`src/rtl/ram_bist_ctrl.sv`:
```
// March-less RAM BIST: one write pass then one read/compare pass over the whole array.
// Optional macro RAM_BIST_ERR_INJECT_EN adds err_inject, which flips bit 0 of the address-0 write.
module ram_bist_ctrl #(
   parameter int DATA_W = 8,
   parameter int ADDR_W = 5,
   parameter int RD_LAT = 1
) (
   input  logic              clk,
   input  logic              rst,
   input  logic              start,
   input  logic [1:0]        mode,
   input  logic              loop,
`ifdef RAM_BIST_ERR_INJECT_EN
   input  logic              err_inject,
`endif
   output logic              ram_en,
   output logic              ram_we,
   output logic [ADDR_W-1:0] ram_addr,
   output logic [DATA_W-1:0] ram_wr_data,
   input  logic [DATA_W-1:0] ram_rd_data,
   output logic              busy,
   output logic              done,
   output logic              pass,
   output logic [15:0]       err_cnt,
   output logic [ADDR_W-1:0] first_err_addr
);

   typedef enum logic [2:0] {
      S_IDLE  = 3'd0,
      S_WRITE = 3'd1,
      S_READ  = 3'd2,
      S_DRAIN = 3'd3,
      S_DONE  = 3'd4
   } state_t;

   localparam logic [ADDR_W-1:0] LAST_ADDR = {ADDR_W{1'b1}};
   localparam logic [1:0]        LAT_LAST  = 2'(RD_LAT - 1);

   function automatic logic [DATA_W-1:0] pattern_f(input logic [1:0] sel,
                                                   input logic [ADDR_W-1:0] addr);
      logic [DATA_W-1:0] p;
      p = {DATA_W{1'b0}};
      case (sel)
         2'd0: p = DATA_W'(addr);
         2'd1: p = DATA_W'(1'b1) << (32'(addr) % DATA_W);
         2'd2: for (int i = 0; i < DATA_W; i++) p[i] = i[0] ^ addr[0];
         2'd3: p = ~DATA_W'(addr);
         default: p = {DATA_W{1'b0}};
      endcase
      return p;
   endfunction

   state_t              state_r, state_s;
   logic [ADDR_W-1:0]   cnt_r, cnt_s;
   logic [1:0]          drain_r, drain_s;
   logic [1:0]          mode_r;
   logic                inj_r;
   logic                inj_bit_s;
   logic [DATA_W-1:0]   wr_data_s;

   logic                ram_en_r, ram_we_r, busy_r, done_r, pass_r;
   logic [ADDR_W-1:0]   ram_addr_r, first_err_r, first_err_s;
   logic [DATA_W-1:0]   ram_wr_data_r;
   logic [15:0]         err_cnt_r, err_cnt_s;

   logic                exp_v_r [RD_LAT];
   logic [DATA_W-1:0]   exp_d_r [RD_LAT];
   logic [ADDR_W-1:0]   exp_a_r [RD_LAT];
   logic                mismatch_s;
   logic                run_clear_s;

   // Phase state, address/drain counters, and per-run configuration latched at start
   always_ff @(posedge clk or posedge rst) begin
      if (rst) begin
         state_r <= S_IDLE;
         cnt_r   <= '0;
         drain_r <= 2'd0;
         mode_r  <= 2'd0;
         inj_r   <= 1'b0;
      end else begin
         state_r <= state_s;
         cnt_r   <= cnt_s;
         drain_r <= drain_s;
         if (state_r == S_IDLE && start) begin
            mode_r <= mode;
`ifdef RAM_BIST_ERR_INJECT_EN
            inj_r  <= err_inject;
`else
            inj_r  <= 1'b0;
`endif
         end else begin
            mode_r <= mode_r;
            inj_r  <= inj_r;
         end
      end
   end

   // Next-state and counter sequencing
   always_comb begin
      state_s = state_r;
      cnt_s   = cnt_r;
      drain_s = drain_r;
      case (state_r)
         S_IDLE: begin
            cnt_s   = '0;
            drain_s = 2'd0;
            if (start) state_s = S_WRITE;
            else       state_s = S_IDLE;
         end
         S_WRITE: begin
            if (cnt_r == LAST_ADDR) begin
               state_s = S_READ;
               cnt_s   = '0;
            end else begin
               cnt_s   = cnt_r + ADDR_W'(1'b1);
            end
         end
         S_READ: begin
            if (cnt_r == LAST_ADDR) begin
               state_s = S_DRAIN;
               cnt_s   = '0;
            end else begin
               cnt_s   = cnt_r + ADDR_W'(1'b1);
            end
         end
         S_DRAIN: begin
            if (drain_r == LAT_LAST) begin
               state_s = S_DONE;
               drain_s = 2'd0;
            end else begin
               drain_s = drain_r + 2'd1;
            end
         end
         S_DONE: begin
            cnt_s = '0;
            if (loop) state_s = S_WRITE;
            else      state_s = S_IDLE;
         end
         default: begin
            state_s = S_IDLE;
            cnt_s   = '0;
            drain_s = 2'd0;
         end
      endcase
   end

   assign inj_bit_s   = inj_r & (cnt_r == '0);
   assign wr_data_s   = pattern_f(mode_r, cnt_r) ^ {{(DATA_W-1){1'b0}}, inj_bit_s};
   assign run_clear_s = (state_r == S_WRITE) && (cnt_r == '0);

   // RAM-side and handshake outputs, registered one cycle behind the phase state
   always_ff @(posedge clk or posedge rst) begin
      if (rst) begin
         ram_en_r      <= 1'b0;
         ram_we_r      <= 1'b0;
         ram_addr_r    <= '0;
         ram_wr_data_r <= '0;
         busy_r        <= 1'b0;
         done_r        <= 1'b0;
      end else begin
         ram_en_r      <= (state_r == S_WRITE) || (state_r == S_READ);
         ram_we_r      <= (state_r == S_WRITE);
         ram_addr_r    <= ((state_r == S_WRITE) || (state_r == S_READ)) ? cnt_r : '0;
         ram_wr_data_r <= (state_r == S_WRITE) ? wr_data_s : '0;
         busy_r        <= (state_r != S_IDLE);
         done_r        <= (state_r == S_DONE);
      end
   end

   // Expected data follows the read address through the same latency as the RAM
   always_ff @(posedge clk or posedge rst) begin
      if (rst) begin
         for (int i = 0; i < RD_LAT; i++) begin
            exp_v_r[i] <= 1'b0;
            exp_d_r[i] <= '0;
            exp_a_r[i] <= '0;
         end
      end else begin
         exp_v_r[0] <= ram_en_r & ~ram_we_r;
         exp_d_r[0] <= pattern_f(mode_r, ram_addr_r);
         exp_a_r[0] <= ram_addr_r;
         for (int i = 1; i < RD_LAT; i++) begin
            exp_v_r[i] <= exp_v_r[i-1];
            exp_d_r[i] <= exp_d_r[i-1];
            exp_a_r[i] <= exp_a_r[i-1];
         end
      end
   end

   assign mismatch_s = exp_v_r[RD_LAT-1] && (ram_rd_data != exp_d_r[RD_LAT-1]);

   // Error accounting; a fresh run wipes the previous run's results
   always_comb begin
      err_cnt_s   = err_cnt_r;
      first_err_s = first_err_r;
      if (run_clear_s) begin
         err_cnt_s   = 16'd0;
         first_err_s = '0;
      end else if (mismatch_s) begin
         if (err_cnt_r != 16'hFFFF) err_cnt_s = err_cnt_r + 16'd1;
         else                       err_cnt_s = err_cnt_r;
         if (err_cnt_r == 16'd0) first_err_s = exp_a_r[RD_LAT-1];
         else                    first_err_s = first_err_r;
      end else begin
         err_cnt_s   = err_cnt_r;
         first_err_s = first_err_r;
      end
   end

   // Result registers; pass is judged on the count including the final compare
   always_ff @(posedge clk or posedge rst) begin
      if (rst) begin
         err_cnt_r   <= 16'd0;
         first_err_r <= '0;
         pass_r      <= 1'b0;
      end else begin
         err_cnt_r   <= err_cnt_s;
         first_err_r <= first_err_s;
         if (run_clear_s)              pass_r <= 1'b0;
         else if (state_r == S_DONE)   pass_r <= (err_cnt_s == 16'd0);
         else                          pass_r <= pass_r;
      end
   end

   assign ram_en         = ram_en_r;
   assign ram_we         = ram_we_r;
   assign ram_addr       = ram_addr_r;
   assign ram_wr_data    = ram_wr_data_r;
   assign busy           = busy_r;
   assign done           = done_r;
   assign pass           = pass_r;
   assign err_cnt        = err_cnt_r;
   assign first_err_addr = first_err_r;

endmodule

```
`config.mk`:
```
export PLATFORM = sky130hd
export DESIGN_NAME = ram_bist_ctrl
export DESIGN_NICKNAME = d
export VERILOG_FILES = /design/src/rtl/ram_bist_ctrl.sv
export SDC_FILE = /design/constraint.sdc
export NUM_CORES = 1
export LEC_CHECK = 0
export ABC_AREA = 1
export ABC_CLOCK_PERIOD_IN_PS = 2350
export BUFFER_PORTS_ARGS = -buffer_cell sky130_fd_sc_hd__clkbuf_2
export CORE_MARGIN = 5
export CORE_UTILIZATION = 50
export DETAILED_ROUTE_END_ITERATION = 10
export PLACE_DENSITY_LB_ADDON = 0.12
export SYNTH_ARGS = -nofsm -noshare
export SYNTH_HDL_FRONTEND = slang
export SYNTH_SLANG_ARGS = --single-unit
```
`constraint.sdc`:
```
create_clock -name clk -period 2.35 [get_ports clk]
set_clock_uncertainty 0.2 [all_clocks]
set_input_delay 0.1175 -clock clk [delete_from_list [all_inputs] [get_ports clk]]
set_output_delay 0.1175 -clock clk [all_outputs]
set_load 0.005 [all_outputs]
```
After elaboration in Yosys (flattened, before gate mapping)
Index checks and enable logic that the tools add are counted.
{"block": "totals", "ff_bits": 65, "input_bits": 14, "output_inout_bits": 39, "elab_cells": 80}
{"block": "op_classes", "reduce_logical": 18, "shift": 2, "addsub": 3, "n_bitwise": 6, "eq_ne": 13, "muxes": 22}
{"operator": "$pmux 8 s4", "n": 2}
{"operator": "$mux 16", "n": 3}
{"operator": "$logic_not 16->1", "n": 2}
{"operator": "$mux 5", "n": 5}
{"operator": "$add 16x1->16 const B", "n": 1}
{"operator": "$ne 16x16->1 const B", "n": 1}
{"operator": "$not 5->8", "n": 2}
{"operator": "$shl 1x3->8 const A", "n": 2}
{"operator": "$pmux 3 s5", "n": 1}
{"operator": "$pmux 5 s2", "n": 1}
{"operator": "$mux 3", "n": 3}
{"operator": "$mux 8", "n": 1}
{"operator": "$ne 8x8->1", "n": 1}
{"operator": "$eq 3x2->1 const B", "n": 2}
{"operator": "$ne 2x2->1 const B", "n": 3}
{"operator": "$reduce_bool 2->1", "n": 3}
{"operator": "$add 5x1->5 const B", "n": 1}
{"operator": "$eq 5x5->1 const B", "n": 1}
{"operator": "$logic_not 5->1", "n": 1}
{"operator": "$eq 2x2->1 const B", "n": 2}
{"operator": "$logic_not 2->1", "n": 2}
{"operator": "$mux 1", "n": 4}
{"operator": "$pmux 2 s2", "n": 1}
{"operator": "$eq 3x1->1 const B", "n": 1}
{"operator": "other kinds (14)", "n": 18}

Logic depth before layout (Yosys ltp)
{"block": "logic_depth", "word_depth": 7, "mapped_depth": 17, "mapped_depth_nobuf": 16}

Least setup slack after synthesis
OpenSTA, ideal clock, no wires.
{"block": "synth_timing", "path_type": "register to register", "start": "register err_cnt_r[0], in the netlist err_cnt[0]", "end": "register pass_r, in the netlist pass", "setup_ns": 0.121, "slack_ns": 0.240, "required_time_ns": 2.029, "synth_period_minus_slack_ns": 2.110, "arrival_ns": 1.789, "path_buffers": 1, "path_stages_with_launch": 16, "path_cell_list": "dfrtp_1 -> ha_1 -> nand3_2 -> inv_2 -> nand2_2 -> nor2_4 -> buf_4 -> nor2_1 -> nand3_1 -> nand3_1 -> nand2_1 -> nor2_1 -> nand2_1 -> nor2_1 -> nor2_1 -> nor2_1"}
{"block": "synth_between", "elab_chain_len": 7, "elab_cells_between_ends": 8}
{"element": "from (decl)", "line_no": "64", "rtl": "logic [15:0] err_cnt_r, err_cnt_s;"}
{"element": "from (signal assigned)", "line_no": "217", "rtl": "err_cnt_r <= err_cnt_s;"}
{"element": "$add 16x1->16 or $ne 16x16->1 (tied branches)", "line_no": "200", "rtl": "if (err_cnt_r != 16'hFFFF) err_cnt_s = err_cnt_r + 16'd1;"}
{"element": "$mux 16", "line_no": "200"}
{"element": "$mux 16 (*)", "line_no": "199", "rtl": "end else if (mismatch_s) begin"}
{"element": "$mux 16 (*)", "line_no": "196", "rtl": "if (run_clear_s) begin"}
{"element": "$logic_not 16->1 (*)", "line_no": "220", "rtl": "else if (state_r == S_DONE) pass_r <= (err_cnt_s == 16'd0);"}
{"element": "$mux 1 (*)", "line_no": "220"}
{"element": "$mux 1 (*)", "line_no": "219", "rtl": "if (run_clear_s) pass_r <= 1'b0;"}
{"element": "to (signal assigned)", "line_no": "220"}
{"element": "to (signal assigned)", "line_no": "221", "rtl": "else pass_r <= pass_r;"}
{"element": "to (decl)", "line_no": "61", "rtl": "logic ram_en_r, ram_we_r, busy_r, done_r, pass_r;"}
Mark *: on every way between the ends. The rest lies on a longest branch, timed or not. The select of a mux whose other input is x is not followed.
A chain may end at the register's enable or synchronous reset.

Worst setup path after layout
Same ends and word-level chain as after synthesis.

==> metrics.txt <==
Crit Reg-Reg Startpoint err_cnt[0]$_DFF_PP0_; PwrDens 682.3 nW/um^2; slowest stage cell, crit path dfrtp_1; Worst Tran Pin Value 442.2 ps; EDFF count, synth 0; final instance area 4482 um^2; CP Capture Point pass$_DFFE_PP0P_; Num CTS Buffers 9; CTS tree done; Clock Sink Count 65; final routed DRC violation total 0; I/O Pins 53; Setup CP Type reg -> reg; post-synthesis async set-or-reset flop share 100.0%; Synth Net Count 513; Final Util 62.80%; worst reg2reg path depth 15; row count 31; latest clock arrival within the worst-skew pair 330 ps; slowest stage delay, CP 410 ps; layout cell share with drive strength beyond 1 20.38%; Critical Path Sink Type flip-flop; first drt pass iteration count 4; Syn-to-layout area delta 24.63%; WP data required 2410 ps; htree depth 3; maxcap violations 0; Starting Density 50.39%; first-pass GRT wire length 14.97 mm; IO Port Bufs 52; min setup slack post-route 178.6 ps; placed inst area 4066 um^2; grt total ovfl 0; Post-Syn Instances 488; Seq cells post-synth 65; wire per inst 13.10 um; non-filler cells, final 678; clock root buffer clkbuf_8; Die Height 94.81 um; largest net degree at the start of global routing 35; detailed-route vias per instance 4.963; die area 8988 um^2; crit path launch type flip-flop; crit path DAT 2230 ps; commonest non-fill, non-tap cells in the layout nand2_1 (130), inv_1 (77), nor2_1 (66), dfrtp_1 (61), clkbuf_2 (52); number of nets in the layout 599; DR vias 3365; sequential area share after synthesis 45.23%; DP Cell Count 648; final setup TNS 0 ps; Peak supply drop 0.3526 mV; Hold Crit Class in -> async; Achievable Freq 460.5 MHz; Distinct cells, synth 31; initial DRC count 135; YS warnings 0; syn_area_per_cell 7.369 um^2; DRT antenna net count 0; max_slew headroom 70.52%; CTS Buffer Depth 2; # diodes 0; minimum clock period 2171 ps; top_reg_cell synth dfrtp_1; CP cell instances buf_6 > nand3_4 > inv_2 > nand2_1 > nor2_1 > nand2_1 > nand2_1 > nand3_1 > nand3_1 > nand2_1 > nor2_1 > nand2_1 > nor2_1 > nor2_1 > nor2_1; All-Layer GR Usage 21.36%; GPL Wtd Cong 1.055; vias in the first global route 3337; Final Hold Fails 0; width of the die 94.81 um; dpl hpwl 6.807 mm; initial antenna violation count 0; Tcrit/Tclk final 92.40%; worst r2r dst pass$_DFFE_PP0P_; crit path from err_cnt[0]$_DFF_PP0_; Max Slew Vio Count 0; status completed; post-synthesis cell area 3596 um^2; final setup violating endpoints 0; commonest non-fill, non-tap cell in the layout nand2_1; Clock Pin Slew Worst Setup and Hold Paths 80 ps; DRT Wirelength 8.879 mm; Pleak 2.498 nW; worst slack at placement 34.07 ps; core area 7137 um^2; r2r setup slk 180 ps; crit-path max FO 6
registers in the layout, summed over array words and instances (netlist names), 3 cells and up:
name and flops:
err_cnt 16, exp_a_r 5, exp_d_r 8, cnt_r 5
ram_addr 5, state_r 3, ram_wr_data 8, first_err_addr 5
how the worst min path moves through the flow:
stage / startpoint / end / cells after the start
2_1_floorplan: mode[0] / mode_r[0]$_DFFE_PP0P_ / 2
3_3_place_gp: rst / ram_wr_data[7]$_DFF_PP0_ / 3
3_5_place_dp: rst / ram_wr_data[5]$_DFF_PP0_ / 3
4_1_cts: ram_rd_data[0] / err_cnt[3]$_DFF_PP0_ / 8
5_1_grt: rst / ram_wr_data[5]$_DFF_PP0_ / 4
6_report: rst / ram_wr_data[5]$_DFF_PP0_ / 4
through the flow:
stage,power [mW],hold WS [ps]
3_3_place_gp,1.882,-0.6830
3_5_place_dp,1.886,7.303
4_1_cts,2.961,184.0
6_report,3.058,194.6
2_1_floorplan,1.684,76.26
5_1_grt,3.263,240.3
cell families after synthesis:
family                   Yosys count  share of synthesized area, %
flip-flops                        65                         45.23
adder cells (fa/ha/maj)           11                         3.827
buffers and inverters             92                         10.02
AND/OR/NAND/NOR                  265                         31.32
AO/OA/AOI/OAI                     49                         8.142
XOR/XNOR                           6                         1.462
routing by layer:
layer / wire (um) / global-route usage (%) / up-vias
met5: 0 / 0 / -
met4: 235 / 8.173 / 0
met3: 351 / 3.745 / 22
met2: 4578 / 37.93 / 81
met1: 3713 / 25.67 / 1548
li1: - / - / 1714
power breakdown:
part | switching [mW] | internal [mW]
logic | 0.396 | 0.310
registers | 0.102 | 1.19
clock network | 0.431 | 0.630
synthesized netlist by cell type (3+ instances only):
cell,number,area share [%]
a21oi_1,16,2.2
a31oi_1,3,0.52
buf_2,3,0.42
buf_4,3,0.63
clkbuf_1,3,0.31
dfrtp_1,65,45
ha_1,11,3.8
inv_1,81,8.5
nand2_1,130,14
nand3_1,38,5.3
nand4_1,11,1.9
nor2_1,70,7.3
nor3_1,6,0.84
nor4_1,3,0.52
o211ai_1,4,0.84
o21ai_0,14,1.9
o22ai_1,3,0.52
o31ai_1,3,0.63
xnor2_1,3,0.73
xor2_1,3,0.73
worst max-delay path, delay by kind of cell, from the launching register on:
kind / cells / cell delay [ps]
AND/OR/NAND/NOR: 13 / 1230
flip-flops: 1 / 410
buffers and inverters: 2 / 250
final cells by class:
class | instances | area (um^2)
timing repair buffer | 84 | 525.5
clock buffer | 10 | 137.6
inverter | 83 | 311.5
tap | 99 | 123.9
multi-input combinational | 331 | 1662
fill | 667 | 2655
clock inverter | 6 | 90.09
sequential | 65 | 1632
repair_timing:
item,4_1_cts,5_1_grt
endpoints found under the hold margin,68,0
endpoints found under the setup margin,0,1
hold buffers,7,0
setup buffers,0,7
resized for setup,0,21
No activity file was read; power rests on OpenSTA's default activity.
